`src/rtl/gate_scheduler_if.sv`:
```
// Bundle of signals between the gate scheduler and its surroundings.
// The scheduler uses the master view. The collision logic, gate mover and
// frog controller (or a bench standing in for them) use the slave view.
interface gate_scheduler_if;
    logic       game_active;
    logic       hit_A;
    logic       hit_B;
    logic [3:0] random;
    logic       change_coord;
    logic       teleport_req;
    logic       teleport_to_B;
    logic       gates_ready;

    modport master (
        input  game_active,
        input  hit_A,
        input  hit_B,
        output random,
        output change_coord,
        output teleport_req,
        output teleport_to_B,
        output gates_ready
    );

    modport slave (
        output game_active,
        output hit_A,
        output hit_B,
        input  random,
        input  change_coord,
        input  teleport_req,
        input  teleport_to_B,
        input  gates_ready
    );
endinterface

```
`src/rtl/gate_scheduler.sv`:
```
// Gate pair life-cycle controller.
// It places the gates when a round starts and moves them when they sit
// unused for too long. When the frog enters a gate it requests a teleport,
// then ignores hits for a cooldown window. After that the used gates are
// always moved.
module gate_scheduler #(
    parameter int unsigned PERIOD    = 250000000,
    parameter int unsigned COOLDOWN  = 25000000,
    parameter logic [15:0] LFSR_SEED = 16'hACE1
) (
    input  logic            CLK,
    input  logic            resetN,
    gate_scheduler_if.master bus
);

    localparam logic [27:0] PERIOD_LOAD   = 28'(PERIOD - 1);
    localparam logic [27:0] COOLDOWN_LOAD = 28'(COOLDOWN - 1);

    typedef enum logic [2:0] {
        S_OFF,
        S_RELOCATE,
        S_ARMED,
        S_TELEPORT,
        S_COOLDOWN
    } state_t;

    state_t      state_q, state_d;
    logic [27:0] timer_q, timer_d;
    logic [15:0] lfsr_q, lfsr_d;
    logic [3:0]  random_q, random_d;
    logic        teleport_to_b_q, teleport_to_b_d;

    logic [15:0] lfsr_next;
    logic [3:0]  cand;
    logic [3:0]  next_index;
    logic        timer_done;

    // Galois LFSR step for x^16+x^14+x^13+x^11+1. The shifted-out bit is
    // fed back into the tap positions.
    always_comb begin
        lfsr_next       = {1'b0, lfsr_q[15:1]};
        lfsr_next[15]   = lfsr_q[0];
        lfsr_next[13]   = lfsr_q[14] ^ lfsr_q[0];
        lfsr_next[12]   = lfsr_q[13] ^ lfsr_q[0];
        lfsr_next[10]   = lfsr_q[11] ^ lfsr_q[0];
    end

    // Pick the next gate position. If the candidate equals the current
    // position, bump it by one so the gates never reappear in the same place.
    always_comb begin
        cand       = lfsr_q[3:0];
        next_index = cand;
        if (cand == random_q) begin
            next_index = cand + 4'd1;
        end
    end

    assign timer_done = (timer_q == 28'd0);

    // Next-state logic. By default the timer counts down and saturates at 0.
    // A dropped game_active overrides every transition except staying in OFF.
    always_comb begin
        state_d         = state_q;
        timer_d         = timer_done ? 28'd0 : timer_q - 28'd1;
        lfsr_d          = lfsr_next;
        random_d        = random_q;
        teleport_to_b_d = teleport_to_b_q;

        case (state_q)
            S_OFF: begin
                timer_d = 28'd0;
                if (bus.game_active) begin
                    state_d = S_RELOCATE;
                end
            end
            S_RELOCATE: begin
                random_d = next_index;
                timer_d  = PERIOD_LOAD;
                state_d  = S_ARMED;
            end
            S_ARMED: begin
                if (bus.hit_A) begin
                    state_d         = S_TELEPORT;
                    teleport_to_b_d = 1'b1;
                end else if (bus.hit_B) begin
                    state_d         = S_TELEPORT;
                    teleport_to_b_d = 1'b0;
                end else if (timer_done) begin
                    state_d = S_RELOCATE;
                end
            end
            S_TELEPORT: begin
                timer_d = COOLDOWN_LOAD;
                state_d = S_COOLDOWN;
            end
            S_COOLDOWN: begin
                if (timer_done && !bus.hit_A && !bus.hit_B) begin
                    state_d = S_RELOCATE;
                end
            end
            default: begin
                state_d = S_OFF;
                timer_d = 28'd0;
            end
        endcase

        if ((state_q != S_OFF) && !bus.game_active) begin
            state_d = S_OFF;
            timer_d = 28'd0;
        end
    end

    // State, timer, LFSR and held outputs, with synchronous active-low reset.
    always_ff @(posedge CLK) begin
        if (!resetN) begin
            state_q         <= S_OFF;
            timer_q         <= 28'd0;
            lfsr_q          <= LFSR_SEED;
            random_q        <= 4'd0;
            teleport_to_b_q <= 1'b0;
        end else begin
            state_q         <= state_d;
            timer_q         <= timer_d;
            lfsr_q          <= lfsr_d;
            random_q        <= random_d;
            teleport_to_b_q <= teleport_to_b_d;
        end
    end

    // The pulses and the ready flag are decoded straight from the state
    // register. They are held low while reset is asserted, so the reset
    // cycle never emits a pulse.
    assign bus.change_coord  = resetN && (state_q == S_RELOCATE);
    assign bus.teleport_req  = resetN && (state_q == S_TELEPORT);
    assign bus.gates_ready   = resetN && (state_q == S_ARMED);
    assign bus.random        = random_q;
    assign bus.teleport_to_B = teleport_to_b_q;

endmodule

```
`src/flat_wrapper.sv`:
```
// flat-port wrapper written by rule: the top's interface ports become plain ports
module gate_scheduler_flat 
#(
    parameter int unsigned PERIOD    = 250000000,
    parameter int unsigned COOLDOWN  = 25000000,
    parameter logic [15:0] LFSR_SEED = 16'hACE1
)
  (CLK, resetN, bus_game_active, bus_hit_A, bus_hit_B, bus_random, bus_change_coord, bus_teleport_req, bus_teleport_to_B, bus_gates_ready);
  gate_scheduler_if bus_i ();
  input  logic CLK;
  input  logic resetN;
  input wire logic [$bits(bus_i.game_active)-1:0] bus_game_active;
  input wire logic [$bits(bus_i.hit_A)-1:0] bus_hit_A;
  input wire logic [$bits(bus_i.hit_B)-1:0] bus_hit_B;
  output wire logic [$bits(bus_i.random)-1:0] bus_random;
  output wire logic [$bits(bus_i.change_coord)-1:0] bus_change_coord;
  output wire logic [$bits(bus_i.teleport_req)-1:0] bus_teleport_req;
  output wire logic [$bits(bus_i.teleport_to_B)-1:0] bus_teleport_to_B;
  output wire logic [$bits(bus_i.gates_ready)-1:0] bus_gates_ready;
  assign bus_i.game_active = bus_game_active;
  assign bus_i.hit_A = bus_hit_A;
  assign bus_i.hit_B = bus_hit_B;
  assign bus_random = bus_i.random;
  assign bus_change_coord = bus_i.change_coord;
  assign bus_teleport_req = bus_i.teleport_req;
  assign bus_teleport_to_B = bus_i.teleport_to_B;
  assign bus_gates_ready = bus_i.gates_ready;
  gate_scheduler #(.PERIOD(PERIOD), .COOLDOWN(COOLDOWN), .LFSR_SEED(LFSR_SEED)) u_core (.CLK(CLK), .resetN(resetN), .bus(bus_i));
endmodule
```
`config.mk`:
```
export PLATFORM = sky130hd
export DESIGN_NAME = gate_scheduler_flat
export DESIGN_NICKNAME = d
export VERILOG_FILES = /design/src/rtl/gate_scheduler_if.sv /design/src/rtl/gate_scheduler.sv /design/src/flat_wrapper.sv
export SDC_FILE = /design/constraint.sdc
export NUM_CORES = 1
export LEC_CHECK = 0
export CORE_MARGIN = 4
export CORE_UTILIZATION = 55
export CTS_CLUSTER_DIAMETER = 50
export CTS_CLUSTER_SIZE = 20
export DETAILED_ROUTE_END_ITERATION = 12
export PLACE_DENSITY = 0.77
export SYNTH_ARGS = -nofsm -noshare
export SYNTH_HDL_FRONTEND = slang
export SYNTH_SLANG_ARGS = --single-unit
```
`constraint.sdc`:
```
create_clock -name CLK -period 6.3 [get_ports CLK]
set_clock_uncertainty 0.15 [all_clocks]
set_input_delay 1.89 -clock CLK [delete_from_list [all_inputs] [get_ports CLK]]
set_output_delay 1.89 -clock CLK [all_outputs]
set_load 0.05 [all_outputs]
```
* Yosys cells after proc, flatten, opt, wreduce, memory -nomap -nowiden
Index checks and enable logic that the tools add are counted.
Widths: inputs -> output; s select.
** Word-level totals
- Bits in registers :: 52
- Bits in latches :: 0
- Memory bits (writable) :: 0
- Memory bits (read-only) :: 0
- Input port bits :: 5
- Output and inout port bits :: 8
- Logic and storage cells :: 47
- Memories kept :: 0
** Operators by class
- Add/sub/neg operators :: 2
- Multiply operators :: 0
- Div/mod/pow operators :: 0
- Order comparisons :: 0
- Eq/ne operators :: 8
- Shift-type cells :: 0
- Mux-type cells :: 11
- Bitwise operators :: 4
- Reduce and logical (&&, ||, !) cells :: 17
** Operators by type and width (number)
- $pmux 28 s3 :: 1
- $logic_not 28->1 :: 1
- $mux 28 :: 1
- $sub 28x1->28 const B :: 1
- $mux 3 :: 5
- $pmux 3 s5 :: 1
- $eq 3x2->1 const B :: 2
- $logic_and 1x1->1 :: 6
- $add 4x1->4 const B :: 1
- $eq 4x4->1 :: 1
- $mux 4 :: 1
- $ne 4x3->1 const B :: 1
- $reduce_or 2->1 :: 2
- $eq 3x1->1 const B :: 1
- $eq 3x3->1 const B :: 1
- $logic_not 1->1 :: 3
- $logic_not 3->1 :: 1
- $reduce_and 3->1 :: 1
- $reduce_bool 3->1 :: 1
- $xor 1x1->1 :: 3
- $mux 1 :: 2
- $ne 2x1->1 const B :: 1
- $ne 2x2->1 const B :: 1
- $reduce_and 2->1 :: 1
- 2 further kinds :: 2

* Logic depth before layout (Yosys ltp)
- Depth after elaboration :: 5
- Gate-level depth with buffers :: 8
- Gate-level depth less buffers :: 7

* Least setup slack after synthesis
OpenSTA, ideal clock, no wires.
- Kind :: input to output
- Start :: in resetN
- End :: out bus_change_coord
- Arrival time :: 2.578 ns
- Data required time :: 4.260 ns
- Path slack :: 1.682 ns
- Stages :: 2
- Path buffers :: 1
- Cell sequence :: clkbuf_1 > and3_1
** On the way
- Word-level cells in the longest chain between the ends :: 1
** RTL lines
- from (decl) :: line flat_wrapper.sv:11 : input logic resetN;
- $logic_and 1x1->1 :: line gate_scheduler.sv:133 : assign bus.change_coord = resetN && (state_q == S_RELOCATE);
- to (decl) :: line flat_wrapper.sv:16 : output wire logic [$bits(bus_i.change_coord)-1:0] bus_change_coord;
No other way between the ends.

* Worst setup path after layout
- Start :: in resetN
- End :: out bus_teleport_req
** On the way
- Word-level cells in the longest chain between the ends :: 1
** RTL lines
- $logic_and 1x1->1 :: line gate_scheduler.sv:134 : assign bus.teleport_req = resetN && (state_q == S_TELEPORT);
- to (decl) :: line flat_wrapper.sv:17 : output wire logic [$bits(bus_i.teleport_req)-1:0] bus_teleport_req;
No other way between the ends.

==> impl_metrics.yaml <==
outcome:
  status: "complete, no violations"
job:
  max_cap_violations: 0
synth:
  yosysWarnings: 0
  synth-edff-count: 0
  netlist_area_um2: 2260
  synth_cell_type_count: 45
  seq_area_frac_synth_pct: 46.1
  ys_async_sr_fraction_pct: 0
  synth_ff_type: "dfxtp_1"
  synth_cells: 243
  avgSynthCellArea_um2: 9.28
  synth_seq_cells: 52
  syn_nets: 251
sta:
  worstMarginPinSlew_ns: 0.841
  fmax_mhz: 182
  post-route-min-period_ns: 5.50
  max_slew_margin_pct: 43.4
  finalSetupViolCount: 0
  rsz0062_at_grt: "false"
  totalNegativeSetupSlack_ns: 0
  drv_slew: 0
  hold_viol: 0
  post-route-period-util_pct: 87.3
floorplan:
  die_w_um: 72.0
  dieArea_um2: 5190
  num_rows: 23
  start_util_pct: 56.8
  io_pins: 13
  fp.coreArea_um2: 3970
  die_h_um: 72.0
global_routing:
  grt_max_degree: 27
  track_usage_pct: 17.0
  grt_pass1_wl_mm: 7.10
  overflow: 0
  grt_pass1_vias: 1575
  antenna_found_initial: 0
hold_path:
  holdPathStages: 1
  hold_path.class: "reg2reg"
  hp-start: "u_core.lfsr_q[8]"
  hold_end: "u_core.lfsr_q[7]"
cts:
  cts_hold_buf: 0
  clkTransAtPathRegs_ns: 0.09
  clock_latency_ns: 0.31
  cts.sinks: 52
  htreeDepth: 2
  cts_tree: "yes"
  cts_resized: 0
  postCtsSetupBuffers: 0
  root_buffer: "clkbuf_8"
  numCtsBuffers: 5
  clockBufferDepth: 2
route:
  avgRoutedWirePerCell_um: 13.2
  vias_per_cell: 5.54
  drtIter0Drc: 49
  drtPass1Iterations: 4
  ant_nets: 0
  drc_errors: 0
  drt-total-wl_mm: 4.03
  vias: 1689
worst_setup_path:
  crit_type: "in2out"
  crit_fanout: 8
  end_kind: "output pin"
  rr_endpoint: "u_core.timer_q[27]"
  r2r-start: "u_core.timer_q[12]"
  rrSetupSlack_ns: 3.80
  setup.worst_path.start_class: "primary input"
  critPathRequiredTime_ns: 4.26
  r2r_cells: 5
  cp.arrival_ns: 3.46
final_layout:
  multiInputGateArea_um2: 1170
  diodes: 0
  layout-area-overhead-vs-synth_pct: 10.8
  nets: 262
  drive_gt1_share_pct: 7.06
  fillCellCount: 325
  seq_area_um2: 1040
placed_design:
  hpwl_mm: 2.80
  portBuffers: 12
  globalplace.congestion: 0.775
power_and_ir_drop:
  vdd_drop_max_mv: 0.206
  p_leak_nw: 1.03
  p_per_area_nw_per_um2: 265
  finalPower_uw: 663
[cells in the mapped netlist (3+ instances only)]
master,number,share of area [%]
dfxtp_1,52,46
o21ai_0,26,5.8
nor2_1,19,3.2
xor2_1,18,7.0
xnor2_1,13,5.0
and2_1,11,3.1
nand2_1,11,1.8
nand2b_1,8,2.2
clkbuf_1,7,1.2
nand3_1,6,1.3
nand4_1,6,1.7
nor3_1,6,1.3
nor4_1,6,1.7
or3_1,6,1.7
a31oi_1,4,1.1
a21oi_1,3,0.67
ha_1,3,1.7
inv_1,3,0.50
nor2b_1,3,0.83
[sequential cells by signal, summed over array words and instances (netlist names)]
signal / cells
u_core.bus.teleport_to_B: 1
u_core.state_q: 3
u_core.bus.random: 4
u_core.timer_q: 28
u_core.lfsr_q: 16
[how the worst max path moves through the flow]
| stage | from | slack (ns) | endpoint | depth (start not counted) |
|---|---|---|---|---|
| 3_3_place_gp | resetN | 0.83 | bus_change_coord | 3 |
| 5_1_grt | resetN | 0.76 | bus_teleport_req | 3 |
| 6_report | resetN | 0.80 | bus_teleport_req | 3 |
| 3_5_place_dp | resetN | 0.81 | bus_teleport_req | 3 |
| 4_1_cts | resetN | 0.81 | bus_teleport_req | 3 |
| 2_1_floorplan | resetN | 1.68 | bus_change_coord | 2 |
[critical path, stage by stage]
cell             delay, ns
clkdlybuf4s50_1       0.58
and3_1                0.19
clkdlybuf4s50_1       0.80
[per-stage QoR]
stage / instances / hold slack [ns] / setup slack, ns / cell area, um2 / utilization, %
2_1_floorplan: 243 / 0.236 / 1.68 / 2260 / -
3_3_place_gp: 297 / 0.241 / 0.832 / 2410 / 60.7
3_5_place_dp: 297 / 0.241 / 0.813 / 2410 / 60.7
4_1_cts: 305 / 0.264 / 0.806 / 2500 / 62.9
5_1_grt: 305 / 0.275 / 0.765 / 2500 / 62.9
6_report: 305 / 0.264 / 0.800 / 2500 / 62.9
[placed cells by master, fill, tap and decap left out, drive strengths merged, types with 7 or more instances in the layout]
| master | count |
|---|---|
| nand2b | 8 |
| dfxtp | 52 |
| o21ai | 27 |
| clkdlybuf4s50 | 12 |
| xor2 | 18 |
| nor2 | 19 |
| and2 | 11 |
| nand4 | 7 |
| xnor2 | 13 |
| nor3 | 7 |
| nand2 | 11 |
| nor4 | 8 |
[routing by layer]
layer  track usage, %  vias up  share of wire [%]
met5                0        -                  0
met4             4.38        0                1.1
met3             4.16        6                2.4
met2             27.1       12                 46
met1             23.0      794                 50
li1                 -      877                  -
[layout make-up]
class	count	area share (%)
multi-input combinational	179	46.7
sequential	52	41.6
clock inverter	3	0.851
inverter	3	0.450
clock buffer	5	2.75
tap	50	2.50
timing repair buffer	13	5.11
[cell families after synthesis]
group                      Yosys count  synth area share, %
and+or+nand+nor                     99                 25.8
DFF                                 52                 46.1
xor gates and xnor gates            31                 12.0
adders and majority gates            3                 1.66
buffers and inverters               12                 2.11
muxes                                1                0.444
AOI/OAI and AO/OA                   45                 11.8
[power breakdown]
group	leakage [nW]	internal, mW	switching [mW]	total, mW
clock network	0.0445	0.0789	0.110	0.189
registers	0.426	0.343	0.0116	0.354
logic	0.559	0.0532	0.0658	0.119
Power figures use the tool's default switching activity.
